===== src/rtl/painterengine_gpu_pkg.sv =====
// rtl/painterengine_gpu_pkg.sv - shared pixel format constants and packing helper for the GPU converters
package painterengine_gpu_pkg;

  // Input stream byte order
  localparam logic IRGB_RGB = 1'b0;
  localparam logic IRGB_BGR = 1'b1;

  // Output pixel packing, MSB to LSB
  localparam logic [1:0] OARGB_ARGB = 2'd0;
  localparam logic [1:0] OARGB_ABGR = 2'd1;
  localparam logic [1:0] OARGB_RGBA = 2'd2;
  localparam logic [1:0] OARGB_BGRA = 2'd3;

  // Place the four channels into a 32-bit word according to the output mode
  function automatic logic [31:0] pack_pixel(input logic [7:0] a, input logic [7:0] r,
                                             input logic [7:0] g, input logic [7:0] b,
                                             input logic [1:0] mode);
    logic [31:0] px;
    case (mode)
      OARGB_ARGB: px = {a, r, g, b};
      OARGB_ABGR: px = {a, b, g, r};
      OARGB_RGBA: px = {r, g, b, a};
      default:    px = {b, g, r, a};
    endcase
    return px;
  endfunction

endpackage


===== src/rtl/painterengine_gpu_byte_ring.sv =====
// rtl/painterengine_gpu_byte_ring.sv - 8-entry byte ring with 4-byte write port and 3-byte read port
module painterengine_gpu_byte_ring
  import painterengine_gpu_pkg::*;
(
  input  logic        clk_i,
  input  logic        rst_i,
  input  logic        clear_i,
  input  logic        push_i,
  input  logic [31:0] wdata_i,
  input  logic        pop_i,
  output logic [3:0]  count_o,
  output logic [7:0]  b0_o,
  output logic [7:0]  b1_o,
  output logic [7:0]  b2_o
);

  logic [7:0] mem_q [8];
  logic [2:0] wr_q, wr_d;
  logic [2:0] rd_q, rd_d;
  logic [3:0] count_q, count_d;

  // 3-bit pointer offsets wrap modulo 8 by construction
  logic [2:0] wr1, wr2, wr3, rd1, rd2;
  assign wr1 = wr_q + 3'd1;
  assign wr2 = wr_q + 3'd2;
  assign wr3 = wr_q + 3'd3;
  assign rd1 = rd_q + 3'd1;
  assign rd2 = rd_q + 3'd2;

  assign count_o = count_q;
  assign b0_o    = mem_q[rd_q];
  assign b1_o    = mem_q[rd1];
  assign b2_o    = mem_q[rd2];

  // Next pointers and occupancy; clear wins over any push or pop this cycle
  always_comb begin
    wr_d    = wr_q;
    rd_d    = rd_q;
    count_d = count_q;
    if (clear_i) begin
      wr_d    = 3'd0;
      rd_d    = 3'd0;
      count_d = 4'd0;
    end else begin
      if (push_i) wr_d = wr_q + 3'd4;
      if (pop_i)  rd_d = rd_q + 3'd3;
      count_d = count_q + (push_i ? 4'd4 : 4'd0) - (pop_i ? 4'd3 : 4'd0);
    end
  end

  // Pointer and occupancy registers, lost immediately on reset
  always_ff @(posedge clk_i or posedge rst_i) begin
    if (rst_i) begin
      wr_q    <= 3'd0;
      rd_q    <= 3'd0;
      count_q <= 4'd0;
    end else begin
      wr_q    <= wr_d;
      rd_q    <= rd_d;
      count_q <= count_d;
    end
  end

  // Byte storage is not reset; occupancy alone decides what is valid
  always_ff @(posedge clk_i) begin
    if (push_i && !clear_i) begin
      mem_q[wr_q] <= wdata_i[7:0];
      mem_q[wr1]  <= wdata_i[15:8];
      mem_q[wr2]  <= wdata_i[23:16];
      mem_q[wr3]  <= wdata_i[31:24];
    end
  end

endmodule


===== src/rtl/painterengine_gpu_rgb2argb.sv =====
// rtl/painterengine_gpu_rgb2argb.sv - unpacks 24-bit packed RGB words into 32-bit ARGB pixels
module painterengine_gpu_rgb2argb
  import painterengine_gpu_pkg::*;
#(
  parameter logic [7:0] ALPHA = 8'hFF
) (
  input  logic        i_wire_clock,
  input  logic        i_wire_reset,
  input  logic        i_wire_clear,
  input  logic [31:0] i_wire_data,
  input  logic        i_wire_valid,
  output logic        o_wire_ready,
  input  logic        i_wire_irgb_mode,
  input  logic [1:0]  i_wire_oargb_mode,
  output logic [31:0] o_wire_argb,
  output logic        o_wire_valid,
  input  logic        i_wire_ready
);

  logic [3:0]  count;
  logic [7:0]  b0, b1, b2;
  logic [7:0]  r, g, b;
  logic        push, pop;
  logic [31:0] argb_q, argb_d;
  logic        valid_q, valid_d;

  // Room for a whole word is judged on the registered count only, so no
  // path exists from the output handshake back to the input ready
  assign o_wire_ready = !i_wire_reset && (count <= 4'd4) && !i_wire_clear;
  assign push         = i_wire_valid && o_wire_ready;
  assign pop          = (count >= 4'd3) && (!valid_q || i_wire_ready) && !i_wire_clear;

  assign r = (i_wire_irgb_mode == IRGB_BGR) ? b2 : b0;
  assign g = b1;
  assign b = (i_wire_irgb_mode == IRGB_BGR) ? b0 : b2;

  assign o_wire_argb  = argb_q;
  assign o_wire_valid = valid_q;

  painterengine_gpu_byte_ring u_ring (
    .clk_i   (i_wire_clock),
    .rst_i   (i_wire_reset),
    .clear_i (i_wire_clear),
    .push_i  (push),
    .wdata_i (i_wire_data),
    .pop_i   (pop),
    .count_o (count),
    .b0_o    (b0),
    .b1_o    (b1),
    .b2_o    (b2)
  );

  // Output register next state: load on pop, empty when consumed, else hold
  always_comb begin
    argb_d  = argb_q;
    valid_d = valid_q;
    if (i_wire_clear) begin
      argb_d  = 32'd0;
      valid_d = 1'b0;
    end else if (pop) begin
      argb_d  = pack_pixel(ALPHA, r, g, b, i_wire_oargb_mode);
      valid_d = 1'b1;
    end else if (i_wire_ready) begin
      argb_d  = 32'd0;
      valid_d = 1'b0;
    end
  end

  // Output pixel register
  always_ff @(posedge i_wire_clock or posedge i_wire_reset) begin
    if (i_wire_reset) begin
      argb_q  <= 32'd0;
      valid_q <= 1'b0;
    end else begin
      argb_q  <= argb_d;
      valid_q <= valid_d;
    end
  end

endmodule


===== config.mk =====
export PLATFORM = sky130hd
export DESIGN_NAME = painterengine_gpu_rgb2argb
export DESIGN_NICKNAME = d
export VERILOG_FILES = /design/src/rtl/painterengine_gpu_pkg.sv /design/src/rtl/painterengine_gpu_byte_ring.sv /design/src/rtl/painterengine_gpu_rgb2argb.sv
export SDC_FILE = /design/constraint.sdc
export NUM_CORES = 1
export LEC_CHECK = 0
export BUFFER_PORTS_ARGS = -buffer_cell sky130_fd_sc_hd__buf_2
export CORE_MARGIN = 5
export CORE_UTILIZATION = 60
export DETAILED_ROUTE_END_ITERATION = 10
export PLACE_DENSITY = 0.82
export SLEW_MARGIN = 10
export SYNTH_ARGS = -nofsm -noshare
export SYNTH_HDL_FRONTEND = slang
export SYNTH_SLANG_ARGS = --single-unit

===== constraint.sdc =====
create_clock -name i_wire_clock -period 6.33 [get_ports i_wire_clock]
set_input_delay 0.3165 -clock i_wire_clock [delete_from_list [all_inputs] [get_ports i_wire_clock]]
set_output_delay 0.3165 -clock i_wire_clock [all_outputs]
set_load 0.02 [all_outputs]

Word-level counts from Yosys, hierarchy flattened
Memories as Yosys holds them, arrays and structs flattened.
Cells that the tools add are included.
{ "totals": {"latchBits": 0, "inputBits": 40, "ram_bits": 64, "memories": 1, "word_cells": 51, "out_inout_bits": 34, "mem_bits_ro": 0, "register_bits": 43} }
{ "mem_list": {"columns": ["memory", "depth", "width", "read_ports", "rd_clocked_by_memory_dff", "write_ports", "line_no", "source"], "rows": [
  ["u_ring.mem_q", 8, 8, 3, 0, 4, "painterengine_gpu_byte_ring.sv:17", "logic [7:0] mem_q [8];"]
]} }
{ "op_classes": {"n_eq_ne": 2, "n_mux": 18, "add_sub_neg": 9, "shift": 0, "n_mul": 0, "magnitude_cmp": 2, "n_reduce_logical": 14, "bitwise_logic": 0, "div": 0} }
{ "ops": {"columns": ["op", "n"], "rows": [
  ["32-bit two-way mux", 3],
  ["32-bit case mux with 3 select lines", 1],
  ["8-bit two-way mux", 2],
  ["3-bit two-way mux", 5],
  ["3-bit by 2-bit adder with 3-bit output, second input constant", 4],
  ["3-bit by 1-bit adder with 3-bit output, second input constant", 2],
  ["1-bit logical AND", 6],
  ["1-bit two-way mux", 5],
  ["4-bit adder", 1],
  ["4-bit by 2-bit greater-or-equal comparator with 1-bit output, second input constant", 1],
  ["4-bit by 3-bit less-or-equal comparator with 1-bit output, second input constant", 1],
  ["4-bit two-way mux", 1],
  ["2-bit nonzero test", 2],
  ["4-bit subtractor", 1],
  ["3-bit adder, second input constant", 1],
  ["1-bit zero test", 3],
  ["3-bit nonzero test", 1],
  ["2-bit by 1-bit equality test with 1-bit output, second input constant", 1],
  ["2-bit equality test, second input constant", 1],
  ["2-bit zero test", 1],
  ["2-bit two-way mux", 1],
  ["1-bit logical OR", 1]
]} }

Logic depth before layout (Yosys ltp)
Gate-level depths: netlist of run 1.
{ "depth": {"word_depth": 8, "mapped_depth": 11, "mapped_depth_nobuf": 10} }

Hierarchy
Synthesis of run 1 repeated with hierarchy kept, for this count alone.
{ "unflattened": {"hier_cells": 515, "hier_area_um2": 6100.9} }
{ "modules_own_cells": {"columns": ["mod", "n_inst", "cells_each", "seq_area_each_um2", "area_per_inst_um2"], "rows": [
  ["painterengine_gpu_byte_ring", 1, 334, 2122.0, 4251.6],
  ["painterengine_gpu_rgb2argb", 1, 181, 825.8, 1849.3]
]} }

Worst setup path after synthesis of run 1
OpenSTA, ideal clock, no wires.
{ "synth_timing": {"path_kind": "reg-to-reg", "start": "register u_ring.rd_q[0]", "end": "register argb_q[18] (netlist: o_wire_argb[18])", "path_buffers": 5, "path_stages_with_launch": 11, "setup_ns": 0.131, "t_arrival_ns": 2.534, "synth_period_minus_slack_ns": 2.666, "t_required_ns": 6.199, "path_slack_ns": 3.664, "path_cell_list": "dfrtp_1 buf_6 buf_4 buf_4 inv_1 ha_1 buf_1 clkbuf_1 mux4_2 a222oi_1 nand2_1"} }
{ "synth_via": {"elab_chain_cells": 6, "elab_cells_between_ends": 8, "cone_classes": "add/sub (2); mux (5); memory (1)"} }
{ "synth_lines": {"columns": ["element", "line_no", "source"], "rows": [
  ["start, declared", "painterengine_gpu_byte_ring.sv:19", "logic [2:0] rd_q, rd_d;"],
  ["start signal, assigned", "painterengine_gpu_byte_ring.sv:59", "rd_q <= rd_d;"],
  ["3-bit by 2-bit adder with 3-bit output", "painterengine_gpu_byte_ring.sv:28", "assign rd2 = rd_q + 3'd2;"],
  ["memory 8 x 8 bit *", null, null],
  ["8-bit two-way mux (on tied branches)", "painterengine_gpu_rgb2argb.sv:35, painterengine_gpu_rgb2argb.sv:33", null],
  ["32-bit case mux with 3 select lines *", "painterengine_gpu_pkg.sv:19", "case (mode)"],
  ["32-bit two-way mux *", "painterengine_gpu_rgb2argb.sv:60", "end else if (pop) begin"],
  ["32-bit two-way mux *", "painterengine_gpu_rgb2argb.sv:57", "if (i_wire_clear) begin"],
  ["end signal, assigned", "painterengine_gpu_rgb2argb.sv:75", "argb_q <= argb_d;"],
  ["end, declared", "painterengine_gpu_rgb2argb.sv:24", "logic [31:0] argb_q, argb_d;"]
]} }
Every way passes the cells marked *; elsewhere a longest branch is shown, timed or not.
A chain may end at the register's enable or synchronous reset.

Worst setup path in the final report of run 1
{ "layout_timing": {"start": "register u_ring.rd_q[0]", "end": "register argb_q[19] (netlist: o_wire_argb[19])"} }
Same word-level chain as after synthesis.

==> out/results.md, run 1 <==
| Quantity | Reported |
| --- | --- |
| Global-route wire length before repair | 21290 um |
| Final number of setup-violating endpoints | 0 |
| Leading post-synthesis cells by cell area | edfxtp_1, dfrtp_1, mux4_2 |
| Number of nets produced by synthesis | 480 |
| Fin nets | 522 |
| Synth-to-layout area growth | 9.021% |
| Post-placement worst setup slack | 3.446 ns |
| Outcome | completed |
| Clk_lat worst skew | 0.38 ns |
| Setup repair after global routing missed its margin | no |
| Sequential cell area | 2949 um^2 |
| Worst Path Class, Setup | flip-flop to flip-flop |
| Die extent in y | 110.3 um |
| Hold-fix buffers, CTS | 0 |
| Netlist area before placement | 6033 um^2 |
| Leakage | 0.002453 uW |
| Area share of the leading cell type in the synthesized netlist | 0.3185 |
| Pin count of the biggest net entering global routing | 43 |
| Worst reg2reg path endpoint | o_wire_argb[19] |
| GP Congestion | 0.8525 |
| Cell Rows | 36 |
| Cell variety after synth | 38 |
| Number of fill cells in the layout | 708 |
| Worst Clk Skew | 0.01315 ns |
| Root buffer cell | clkbuf_8 |
| CP cell instances | buf_4, inv_1, ha_1, mux4_2, a222oi_1, nand2_1 |
| Top post-synthesis cells by count | edfxtp_1, mux2_2, dfrtp_1, mux4_2, a22oi_1 |
| Synth Flop Type | edfxtp_1 |
| Number of standard cells after synthesis | 433 |
| Total negative setup slack | 0 ns |
| Total Routing Usage GR | 0.2281 |
| Worst path arrival time | 3.15 ns |
| Path category of the worst min-delay check | input pin to asynchronous set/reset pin |
| Post-route setup slack | 3.444 ns |
| Fraction of final layout cells sized beyond drive strength 1 | 0.4396 |
| Share of the clock period used by the worst path | 0.4560 |
| Die boundary width | 110.3 um |
| Power density relative to cell area | 406.1 nW/um^2 |
| TritonCTS clock tree | built |
| Detailed-router iteration count before antenna repair | 5 |
| Post-detail-place hpwl | 9904 um |
| Achievable frequency | 346.5 MHz |
| Synthesis Warnings | 0 |
| Starting density of the core | 0.6173 |
| Slowest stage delay, CP | 0.80 ns |
| Average cell area after synthesis | 13.93 um^2 |
| Via total after detailed routing | 4125 |
| Via density | 6.729 |
| Num CTS Buffers | 9 |
| CP startpoint kind | flip-flop |
| Relative max-transition margin | 0.2386 |
| Final wirelength | 13140 um |
| Area occupied by multi-input gates | 2826 um^2 |
| Number of max-capacitance violations reported | 0 |
| Number of antenna cells inserted | 0 |
| Number of design-rule violations left by the first detailed-router iteration | 412 |
| Routed len/inst | 21.44 um |
| FF+latch count, synth | 105 |
| Highest ir drop seen on vdd | 0.0001892 V |
| Worst-case register-to-register setup slack | 3.44 ns |
| Leading area contributor after synthesis | edfxtp_1 |
| Sequential fraction of the synthesis area | 0.4886 |
| Reg2Reg Launch Point | u_ring.rd_q[0] |
| Reg clk slew, reported paths | 0.11 ns |
| Number of buffers between clock root and the deepest sink | 2 |
| Final Slew Violations | 0 |
| H-Tree Depth | 3 |
| Vias in the first global route | 3958 |
| Actual slew at the worst max-slew pin | 1.142 ns |
| Total overflow reported by the global router | 0 |
| Placeable core region | 9774 um^2 |
| # IOs | 74 |
| Number of enable flip-flop cells after synthesis | 64 |
| Reg2Reg Depth | 6 |
| # Post-CTS Setup Buffers | 0 |
| Shortest period the worst path allows | 2.886 ns |
| Resized cells post-CTS | 0 |
| Critical path launch point | u_ring.rd_q[0] |
| Critical path's slowest cell | ha_1 |
| Clock tree sinks | 105 |
| Final number of hold-violating endpoints | 0 |
| Max FO, Critical Path | 42 |
| Final core occ | 0.6729 |
| Antenna violation net count after detailed routing | 0 |
| CP Capture Point | o_wire_argb[19] |
| # DRC | 0 |
| Area of the die | 12160 um^2 |
| WP data required | 6.59 ns |
| Port Buf Inserts | 73 |
| Number of antenna violations at the first check in global routing | 0 |
| Nature of the critical path endpoint | flip-flop |
| Async set-or-reset flop fraction in the synthesized netlist | 0.3905 |
sequential cells by signal (all words and copies together) (netlist names):
register / cells
u_ring.rd_q: 3
u_ring.wr_q: 1
o_wire_valid: 1
u_ring.count_o: 4
o_wire_argb: 32
u_ring.mem_q: 64
worst max-delay path, delay by kind of cell, from the launching register on:
kind / cells / cell delay, ns
flops: 1 / 0.35
buf+inv: 2 / 0.73
mux: 1 / 0.43
fa+ha+maj: 1 / 0.80
compound gates: 1 / 0.34
simple gates: 1 / 0.10
cell families after synthesis:
group / after synthesis / share of synthesized area
mux: 104 / 0.2688
xor+xnor: 8 / 0.01161
simple gates: 65 / 0.06056
flops: 105 / 0.4886
buf+inv: 57 / 0.04500
compound gates: 87 / 0.1097
fa+ha+maj: 7 / 0.01576
cell type report:
type / instances / share of cell area
multi-input cells: 271 / 0.4297
clock inverters: 7 / 0.009701
repair buffers: 78 / 0.06239
inverters: 10 / 0.005707
clock buffers: 9 / 0.01883
flip-flops and latches: 105 / 0.4484
well taps: 133 / 0.02530
report_power, final:
| group | leakage, uW | switching [uW] | total, uW | internal (uW) |
|---|---|---|---|---|
| registers | 0.00112 | 147 | 1020 | 870 |
| clock network | 0.0000895 | 249 | 399 | 150 |
| logic | 0.00124 | 685 | 1250 | 570 |
placed cells by master (no fill, tap or decap), types with 7 or more instances in the layout:
master | synthesis | layout
inv_1 | 9 | 9
nand3_1 | 11 | 11
clkbuf_8 | 0 | 9
mux2_2 | 64 | 64
a21oi_1 | 18 | 18
edfxtp_1 | 64 | 64
a222oi_1 | 7 | 7
mux4_2 | 40 | 40
nand2_1 | 17 | 17
o211ai_1 | 16 | 16
dfrtp_1 | 41 | 40
nor4_2 | 8 | 8
a22oi_1 | 25 | 25
buf_2 | 15 | 73
nor2_1 | 13 | 13
a221o_1 | 16 | 16
metrics by stage:
| step | area (um^2) | std cells | hold WS, ns | power, uW |
|---|---|---|---|---|
| final | 6578 | 613 | 0.06255 | 2671 |
| after global routing | 6578 | 613 | 0.1325 | 2827 |
| after CTS | 6563 | 612 | 0.06851 | 2654 |
| after detailed placement | 6375 | 596 | 0.4735 | 2261 |
| after global placement | 6375 | 596 | 0.4638 | 2199 |
| after floorplan | 6033 | 433 | 0.4832 | 1976 |
routing by layer:
| metal | share of wire | wire length, um | track usage | vias up |
|---|---|---|---|---|
| met2 | 0.46 | 6002 | 0.3371 | 213 |
| met3 | 0.079 | 1038 | 0.03611 | 20 |
| met5 | 0 | 0 | 0 | - |
| met4 | 0.015 | 200 | 0.06948 | 0 |
| met1 | 0.45 | 5902 | 0.3508 | 2069 |
| li1 | - | - | - | 1823 |
how the worst min path moves through the flow:
stage                     from                 end  cells after the start
6_report          i_wire_reset      u_ring.wr_q[2]                      3
5_1_grt           i_wire_reset     o_wire_argb[20]                      3
3_3_place_gp   o_wire_argb[10]     o_wire_argb[10]                      2
4_1_cts           i_wire_reset     o_wire_argb[20]                      3
3_5_place_dp    o_wire_argb[9]      o_wire_argb[9]                      2
2_1_floorplan   i_wire_data[0]  u_ring.mem_q[0][0]                      1
Power figures use the tool's default switching activity.
==> inputs of run 2 (changes only) <==
Settings changed: CORE_UTILIZATION 60 to 59, PLACE_DENSITY 0.82 to 0.81.
Clock period 6.33 ns to 2.89 ns, I/O delays scaled along.
==> run 2 against run 1 <==
The flow now finishes with violations (negative hold slack). Non-clock buffer count is 12 higher. Final area grew 1.4%. Die area up 1.5%. Utilization is 1.5 points lower. First-iteration DRC count grew 11%. Wire length grew 1.5%. Power grew 120%. Critical path type unchanged.
==> out/results.md, run 2 (synthesis gave the netlist of run 1 again) <==
| Quantity | Reported | vs previous |
| --- | --- | --- |
| Port Buf Inserts | 73 | unchanged |
| GP Congestion | 0.8105 | was 0.8525 |
| Number of antenna violations at the first check in global routing | 0 | unchanged |
| Fin nets | 534 | was 522 |
| Worst-case register-to-register setup slack | 0.53 ns | was 3.44 ns |
| Achievable frequency | 423.3 MHz | was 346.5 MHz |
| Total Routing Usage GR | 0.2223 | was 0.2281 |
| Final wirelength | 13340 um | was 13140 um |
| Post-detailed-placement cell area | 6489 um^2 | was 6375 um^2 |
| Flip-flop count of the largest register, all copies and words added | 64 | unchanged |
| Vias in the first global route | 4101 | was 3958 |
| Actual slew at the worst max-slew pin | 0.9532 ns | was 1.142 ns |
| Die boundary width | 111.1 um | was 110.3 um |
| Nature of the critical path endpoint | flip-flop | unchanged |
| Number of design-rule violations left by the first detailed-router iteration | 457 | was 412 |
| GR Layer Usage met3 | 0.05186 | was 0.03611 |
| Via total after detailed routing | 4132 | was 4125 |
| # Post-CTS Setup Buffers | 0 | unchanged |
| Worst Clk Skew | 0.008646 ns | was 0.01315 ns |
| Path category of the worst min-delay check | input pin to asynchronous set/reset pin | unchanged |
| Leakage | 0.002521 uW | was 0.002453 uW |
| Share of the clock period used by the worst path | 0.8175 | was 0.4560 |
| Area of the die | 12350 um^2 | was 12160 um^2 |
| Clk_lat worst skew | 0.36 ns | was 0.38 ns |
| Most frequent cells in the layout | buf_2, mux2_2, edfxtp_1, mux4_2, dfrtp_1 | unchanged |
| Highest ir drop seen on vdd | 0.0004143 V | was 0.0001892 V |
| CP startpoint kind | flip-flop | unchanged |
| Shortest period the worst path allows | 2.363 ns | was 2.886 ns |
| Routed len/inst | 21.23 um | was 21.44 um |
| Num CTS Buffers | 9 | unchanged |
| Relative max-transition margin | 0.3638 | was 0.2386 |
| Worst reg2reg path endpoint | u_ring.count_o[3] | was o_wire_argb[19] |
| Total overflow reported by the global router | 0 | unchanged |
| Post-detail-place hpwl | 9861 um | was 9904 um |
| Reg2Reg Launch Point | o_wire_valid | was u_ring.rd_q[0] |
| Synth-to-layout area growth | 10.51% | was 9.021% |
| Final number of hold-violating endpoints | 14 | was 0 |
| # DRC | 0 | unchanged |
| Die extent in y | 111.1 um | was 110.3 um |
| Via density | 6.580 | was 6.729 |
| Tightest hold margin | -0.01034 ns | was 0.06255 ns |
| Total negative setup slack | 0 ns | unchanged |
| Register name with the most flops | u_ring.mem_q | unchanged |
| Final number of setup-violating endpoints | 0 | unchanged |
| Hold-fix buffers, CTS | 0 | unchanged |
| Starting density of the core | 0.5951 | was 0.6173 |
| Post-placement worst setup slack | 0.5409 ns | was 3.446 ns |
| Global-route wire length before repair | 22270 um | was 21290 um |
| Pin count of the biggest net entering global routing | 33 | was 43 |
| Root buffer cell | clkbuf_8 | unchanged |
| Number of buffers between clock root and the deepest sink | 2 | unchanged |
| Failing checks | negative hold slack |  |
| TritonCTS clock tree | built | unchanged |
| Pwr Total | 5923 uW | was 2671 uW |
| Cell Rows | 37 | was 36 |
| Global routing's busiest layer | met2 | was met1 |
| Resized cells post-CTS | 0 | unchanged |
| Clock tree sinks | 105 | unchanged |
| Final Slew Violations | 0 | unchanged |
| Outcome | complete, but fails checks | was completed |
| Power density relative to cell area | 888.4 nW/um^2 | was 406.1 nW/um^2 |
| Post-route setup slack | 0.5275 ns | was 3.444 ns |
| Reg2Reg Depth | 10 | was 6 |
| Worst path arrival time | 2.61 ns | was 3.15 ns |
| Detailed-router iteration count before antenna repair | 5 | unchanged |
| # IOs | 74 | unchanged |
| Most common cell after layout, fill and taps aside | buf_2 | unchanged |
| Number of antenna cells inserted | 0 | unchanged |
| Post-layout instance area | 6668 um^2 | was 6578 um^2 |
| Antenna violation net count after detailed routing | 0 | unchanged |
| Number of max-capacitance violations reported | 0 | unchanged |
| Reg clk slew, reported paths | 0.10 ns | was 0.11 ns |
| Global-route track usage on met2 | 0.3350 | was 0.3371 |
| Max FO, Critical Path | 20 | was 42 |
| WP data required | 3.13 ns | was 6.59 ns |
| Worst Path Class, Setup | flip-flop to flip-flop | unchanged |
| H-Tree Depth | 3 | unchanged |
| Fraction of final layout cells sized beyond drive strength 1 | 0.4512 | was 0.4396 |
| Met1 Track Usage GR | 0.3311 | was 0.3508 |
| Placeable core region | 10140 um^2 | was 9774 um^2 |
| Setup repair after global routing missed its margin | no | unchanged |
==> run 2: changes by cell type in the layout (fill, tap and decap cells not counted) <==
cell | previous run | this run
buf_12 | 0 | 1
inv_6 | 0 | 1
clkinv_1 | 0 | 1
buf_4 | 4 | 16
inv_8 | 2 | 1
clkinv_2 | 0 | 1
clkinvlp_4 | 2 | 0
buf_8 | 1 | 0
==> run 2: layout make-up <==
| cell class | count | area (um^2) |
|---|---|---|
| clock buffers | 9 | 123.9 |
| clock inverters | 7 | 55.05 |
| fillers | 715 | 3471 |
| inverters | 10 | 37.54 |
| multi-input cells | 271 | 2826 |
| flip-flops and latches | 105 | 2949 |
| well taps | 136 | 170.2 |
| repair buffers | 90 | 505.5 |
==> run 2: routing by layer <==
metal | vias up | routed length (um)
met4 | 0 | 167
met5 | - | 0
met2 | 230 | 6157
li1 | 1846 | -
met3 | 23 | 1086
met1 | 2033 | 5922
==> run 2: power by group <==
part / leakage (uW) / internal, uW / switching [uW]
logic: 0.00131 / 1290 / 1600
registers: 0.00112 / 1910 / 272
clock network: 0.0000931 / 323 / 529
total: 0.00252 / 3520 / 2400
==> run 2: worst max-delay path, stage by stage (launching register included) <==
cell and delay (ns):
dfrtp_1 0.61, nand2b_1 0.22, nand2_1 0.13, nor2_1 0.15
inv_1 0.09, ha_1 0.29, ha_1 0.14, inv_1 0.04
fa_1 0.37, xnor2_1 0.16, nor2_1 0.05
==> run 2: per-stage QoR <==
step | utilization | hold WS (ns) | instances
floorplan | - | 0.3112 | 433
global placement | 0.6400 | 0.4075 | 612
detailed placement | 0.6400 | 0.4192 | 612
CTS | 0.6577 | 0.02360 | 628
global route | 0.6577 | 0.03835 | 628
finish | 0.6577 | -0.01034 | 628
==> run 2: worst max path at each step <==
stage	startpoint	end
after floorplan	u_ring.rd_q[0]	o_wire_argb[18]
after global placement	o_wire_valid	u_ring.count_o[3]
after detailed placement	o_wire_valid	u_ring.count_o[3]
after CTS	o_wire_valid	u_ring.count_o[3]
after global routing	o_wire_valid	u_ring.count_o[3]
final	o_wire_valid	u_ring.count_o[3]
==> inputs of run 3 (changes only) <==
Settings changed: CORE_UTILIZATION 59 to 53, PLACE_DENSITY 0.81 to 0.77.
Clock period 2.89 ns to 2.05 ns, I/O delays scaled along.
==> run 3 against run 2 <==
The run ends with negative setup slack left. Combinational power rose by 76%. Cell count rose by 6.2%. Non-clock buffer count increased by 32. Sequential share of layout area down 3.8 points. First-iteration DRC count down 3.3%.
==> out/results.md, run 3 (synthesis gave the netlist of run 1 again) <==
| Quantity | Reported | vs previous |
| --- | --- | --- |
| Relative max-transition margin | 0.3574 | was 0.3638 |
| Achievable frequency | 480.6 MHz | was 423.3 MHz |
| CP cell instances | buf_4, inv_6, ha_4, buf_6, buf_4, mux4_2, a222oi_1, nand2_1 | was nand2b_1, nand2_1, nor2_1, inv_1, ha_1, ha_1, inv_1, fa_1, xnor2_1, nor2_1 |
| Worst path arrival time | 2.30 ns | was 2.61 ns |
| Worst Path Class, Setup | flip-flop to flip-flop | unchanged |
| Setup repair after global routing missed its margin | yes | was no |
| Reg2Reg Launch Point | u_ring.rd_q[0] | was o_wire_valid |
| Total overflow reported by the global router | 0 | unchanged |
| Final number of hold-violating endpoints | 0 | was 14 |
| Reg2Reg Depth | 8 | was 10 |
| Fraction of final layout cells sized beyond drive strength 1 | 0.5134 | was 0.4512 |
| GP Congestion | 0.8404 | was 0.8105 |
| Path category of the worst min-delay check | input pin to flip-flop | was input pin to asynchronous set/reset pin |
| Via density | 6.441 | was 6.580 |
| Post-placement worst setup slack | 0.008746 ns | was 0.5409 ns |
| Die boundary width | 116.7 um | was 111.1 um |
| Nature of the critical path endpoint | flip-flop | unchanged |
| Outcome | complete, but fails checks | unchanged |
| CP startpoint kind | flip-flop | unchanged |
| Detailed-router iteration count before antenna repair | 5 | unchanged |
| Total negative setup slack | -0.1037 ns | was 0 ns |
| Cell Rows | 39 | was 37 |
| Antenna violation net count after detailed routing | 0 | unchanged |
| TritonCTS clock tree | built | unchanged |
| Die extent in y | 116.7 um | was 111.1 um |
| Most common cell after layout, fill and taps aside | buf_2 | unchanged |
| Port Buf Inserts | 73 | unchanged |
| Dpl cells | 632 | was 612 |
| Via total after detailed routing | 4296 | was 4132 |
| Routed len/inst | 22.25 um | was 21.23 um |
| Met2 routed wirelength | 7025 um | was 6157 um |
| Leakage | 0.002814 uW | was 0.002521 uW |
| Global-route wire length before repair | 22510 um | was 22270 um |
| Slowest stage delay, CP | 0.45 ns | was 0.61 ns |
| Wire length on met1 | 6287 um | was 5922 um |
| Placeable core region | 11270 um^2 | was 10140 um^2 |
| Starting density of the core | 0.5352 | was 0.5951 |
| Flip-flop count of the largest register, all copies and words added | 64 | unchanged |
| Worst Hold Launch | i_wire_data[6] |  |
| Power density relative to cell area | 1359 nW/um^2 | was 888.4 nW/um^2 |
| Root buffer cell | clkbuf_16 | was clkbuf_8 |
| WP data required | 2.27 ns | was 3.13 ns |
| Number of buffers between clock root and the deepest sink | 2 | unchanged |
| Pin count of the biggest net entering global routing | 42 | was 33 |
| Worst hold endpoint | u_ring.mem_q[0][6] |  |
| Register name with the most flops | u_ring.mem_q | unchanged |
| Reg clk slew, reported paths | 0.08 ns | was 0.10 ns |
| Num CTS Buffers | 9 | unchanged |
| # IOs | 74 | unchanged |
| Area of the die | 13620 um^2 | was 12350 um^2 |
| Number of antenna cells inserted | 0 | unchanged |
| Number of antenna violations at the first check in global routing | 0 | unchanged |
| Number of cells on the worst hold path | 1 |  |
| Post-detail-place hpwl | 10160 um | was 9861 um |
| Fin nets | 566 | was 534 |
| Worst Clk Skew | 0.007447 ns | was 0.008646 ns |
| Wire length on met3 | 1129 um | was 1086 um |
| Number of design-rule violations left by the first detailed-router iteration | 442 | was 457 |
| Critical path's slowest cell | dfrtp_2 | was dfrtp_1 |
| Synth-to-layout area growth | 21.09% | was 10.51% |
| Number of fill cells in the layout | 787 | was 715 |
| Most used cell along the critical path | buf_4 |  |
| Total Routing Usage GR | 0.2142 | was 0.2223 |
| Worst-case register-to-register setup slack | -0.03 ns | was 0.53 ns |
| Final number of setup-violating endpoints | 10 | was 0 |
| Max FO, Critical Path | 9 | was 20 |
| Most frequent cells in the layout | buf_2, edfxtp_1, mux2_2, mux4_2, dfrtp_1 | was buf_2, mux2_2, edfxtp_1, mux4_2, dfrtp_1 |
| Shortest period the worst path allows | 2.081 ns | was 2.363 ns |
| Number of max-capacitance violations reported | 0 | unchanged |
| Fin cells | 667 | was 628 |
| # DRC | 0 | unchanged |
| Final Slew Violations | 0 | unchanged |
| Highest ir drop seen on vdd | 0.0007646 V | was 0.0004143 V |
| Actual slew at the worst max-slew pin | 0.9603 ns | was 0.9532 ns |
| Share of the clock period used by the worst path | 1.015 | was 0.8175 |
| Clock tree sinks | 105 | unchanged |
| Worst reg2reg path endpoint | o_wire_argb[21] | was u_ring.count_o[3] |
| Final wirelength | 14840 um | was 13340 um |
| Post-route setup slack | -0.03054 ns | was 0.5275 ns |
| Clk_lat worst skew | 0.35 ns | was 0.36 ns |
| H-Tree Depth | 3 | unchanged |
| Vias in the first global route | 4198 | was 4101 |
| Top metal layer carrying routed signals | met4 | unchanged |
| Failing checks | negative setup slack | was negative hold slack |
## run 3: where the power goes
part | leakage (uW) | internal [uW] | switching [uW]
Sequential | 0.00112 | 2700 | 330
Clock | 0.000152 | 983 | 835
Combinational | 0.00154 | 2430 | 2660
Total | 0.00281 | 6110 | 3820
## run 3: worst max-delay path by stage
stage | startpoint | endpoint | slack (ns) | cells past startpoint
CTS | u_ring.rd_q[0] | o_wire_argb[19] | 0.01 | 6
finish | u_ring.rd_q[0] | o_wire_argb[21] | -0.03 | 8
floorplan | u_ring.rd_q[0] | o_wire_argb[16] | -0.02 | 10
global placement | u_ring.rd_q[0] | o_wire_argb[4] | 0.06 | 4
detailed placement | u_ring.rd_q[0] | o_wire_argb[27] | 0.009 | 4
global route | u_ring.rd_q[0] | o_wire_argb[21] | -0.10 | 8
## run 3: final cells by class
class,count,area (um^2),share of cell area
flip-flops and latches,105,2953,0.4042
multi-input cells,271,2930,0.4011
repair buffers,122,887.1,0.1214
clock buffers,9,225.2,0.03083
well taps,143,178.9,0.02449
clock inverters,7,88.84,0.01216
inverters,10,42.54,0.005823
## run 3: metrics by stage
stage	util	instance area (um^2)	total power [uW]	hold slack, ns
after global placement	0.5934	6689	7323	0.2612
final	0.6481	7306	9928	0.03180
after detailed placement	0.5934	6689	7436	0.2682
after floorplan	-	6112	6256	0.2692
after global routing	0.6481	7306	10400	0.03503
after CTS	0.6228	7020	9277	0.02520
## run 3: layer usage
metal,vias up,global-route usage
met4,0,0.06346
met5,-,0
met2,216,0.3367
met1,2145,0.3114
li1,1907,-
met3,28,0.03368
## run 3: what timing repair did
| item | in CTS | in global routing |
|---|---|---|
| buffers inserted | 1 | 14 |
| pin swaps | 0 | 8 |
| setup endpoints to repair | 5 | 76 |
| gates cloned | 0 | 3 |
| hold endpoints to repair | 41 | 0 |
| gates resized for setup | 0 | 23 |
| hold buffers | 1 | 0 |
## run 3: worst max-delay path: cells and delay by family (launching register included)
kind | cells | cell delay [ns]
AOI/OAI and AO/OA | 1 | 0.27
adders and majority gates | 1 | 0.35
buffers and inverters | 4 | 0.47
DFF | 1 | 0.45
muxes | 1 | 0.31
and+or+nand+nor | 1 | 0.09
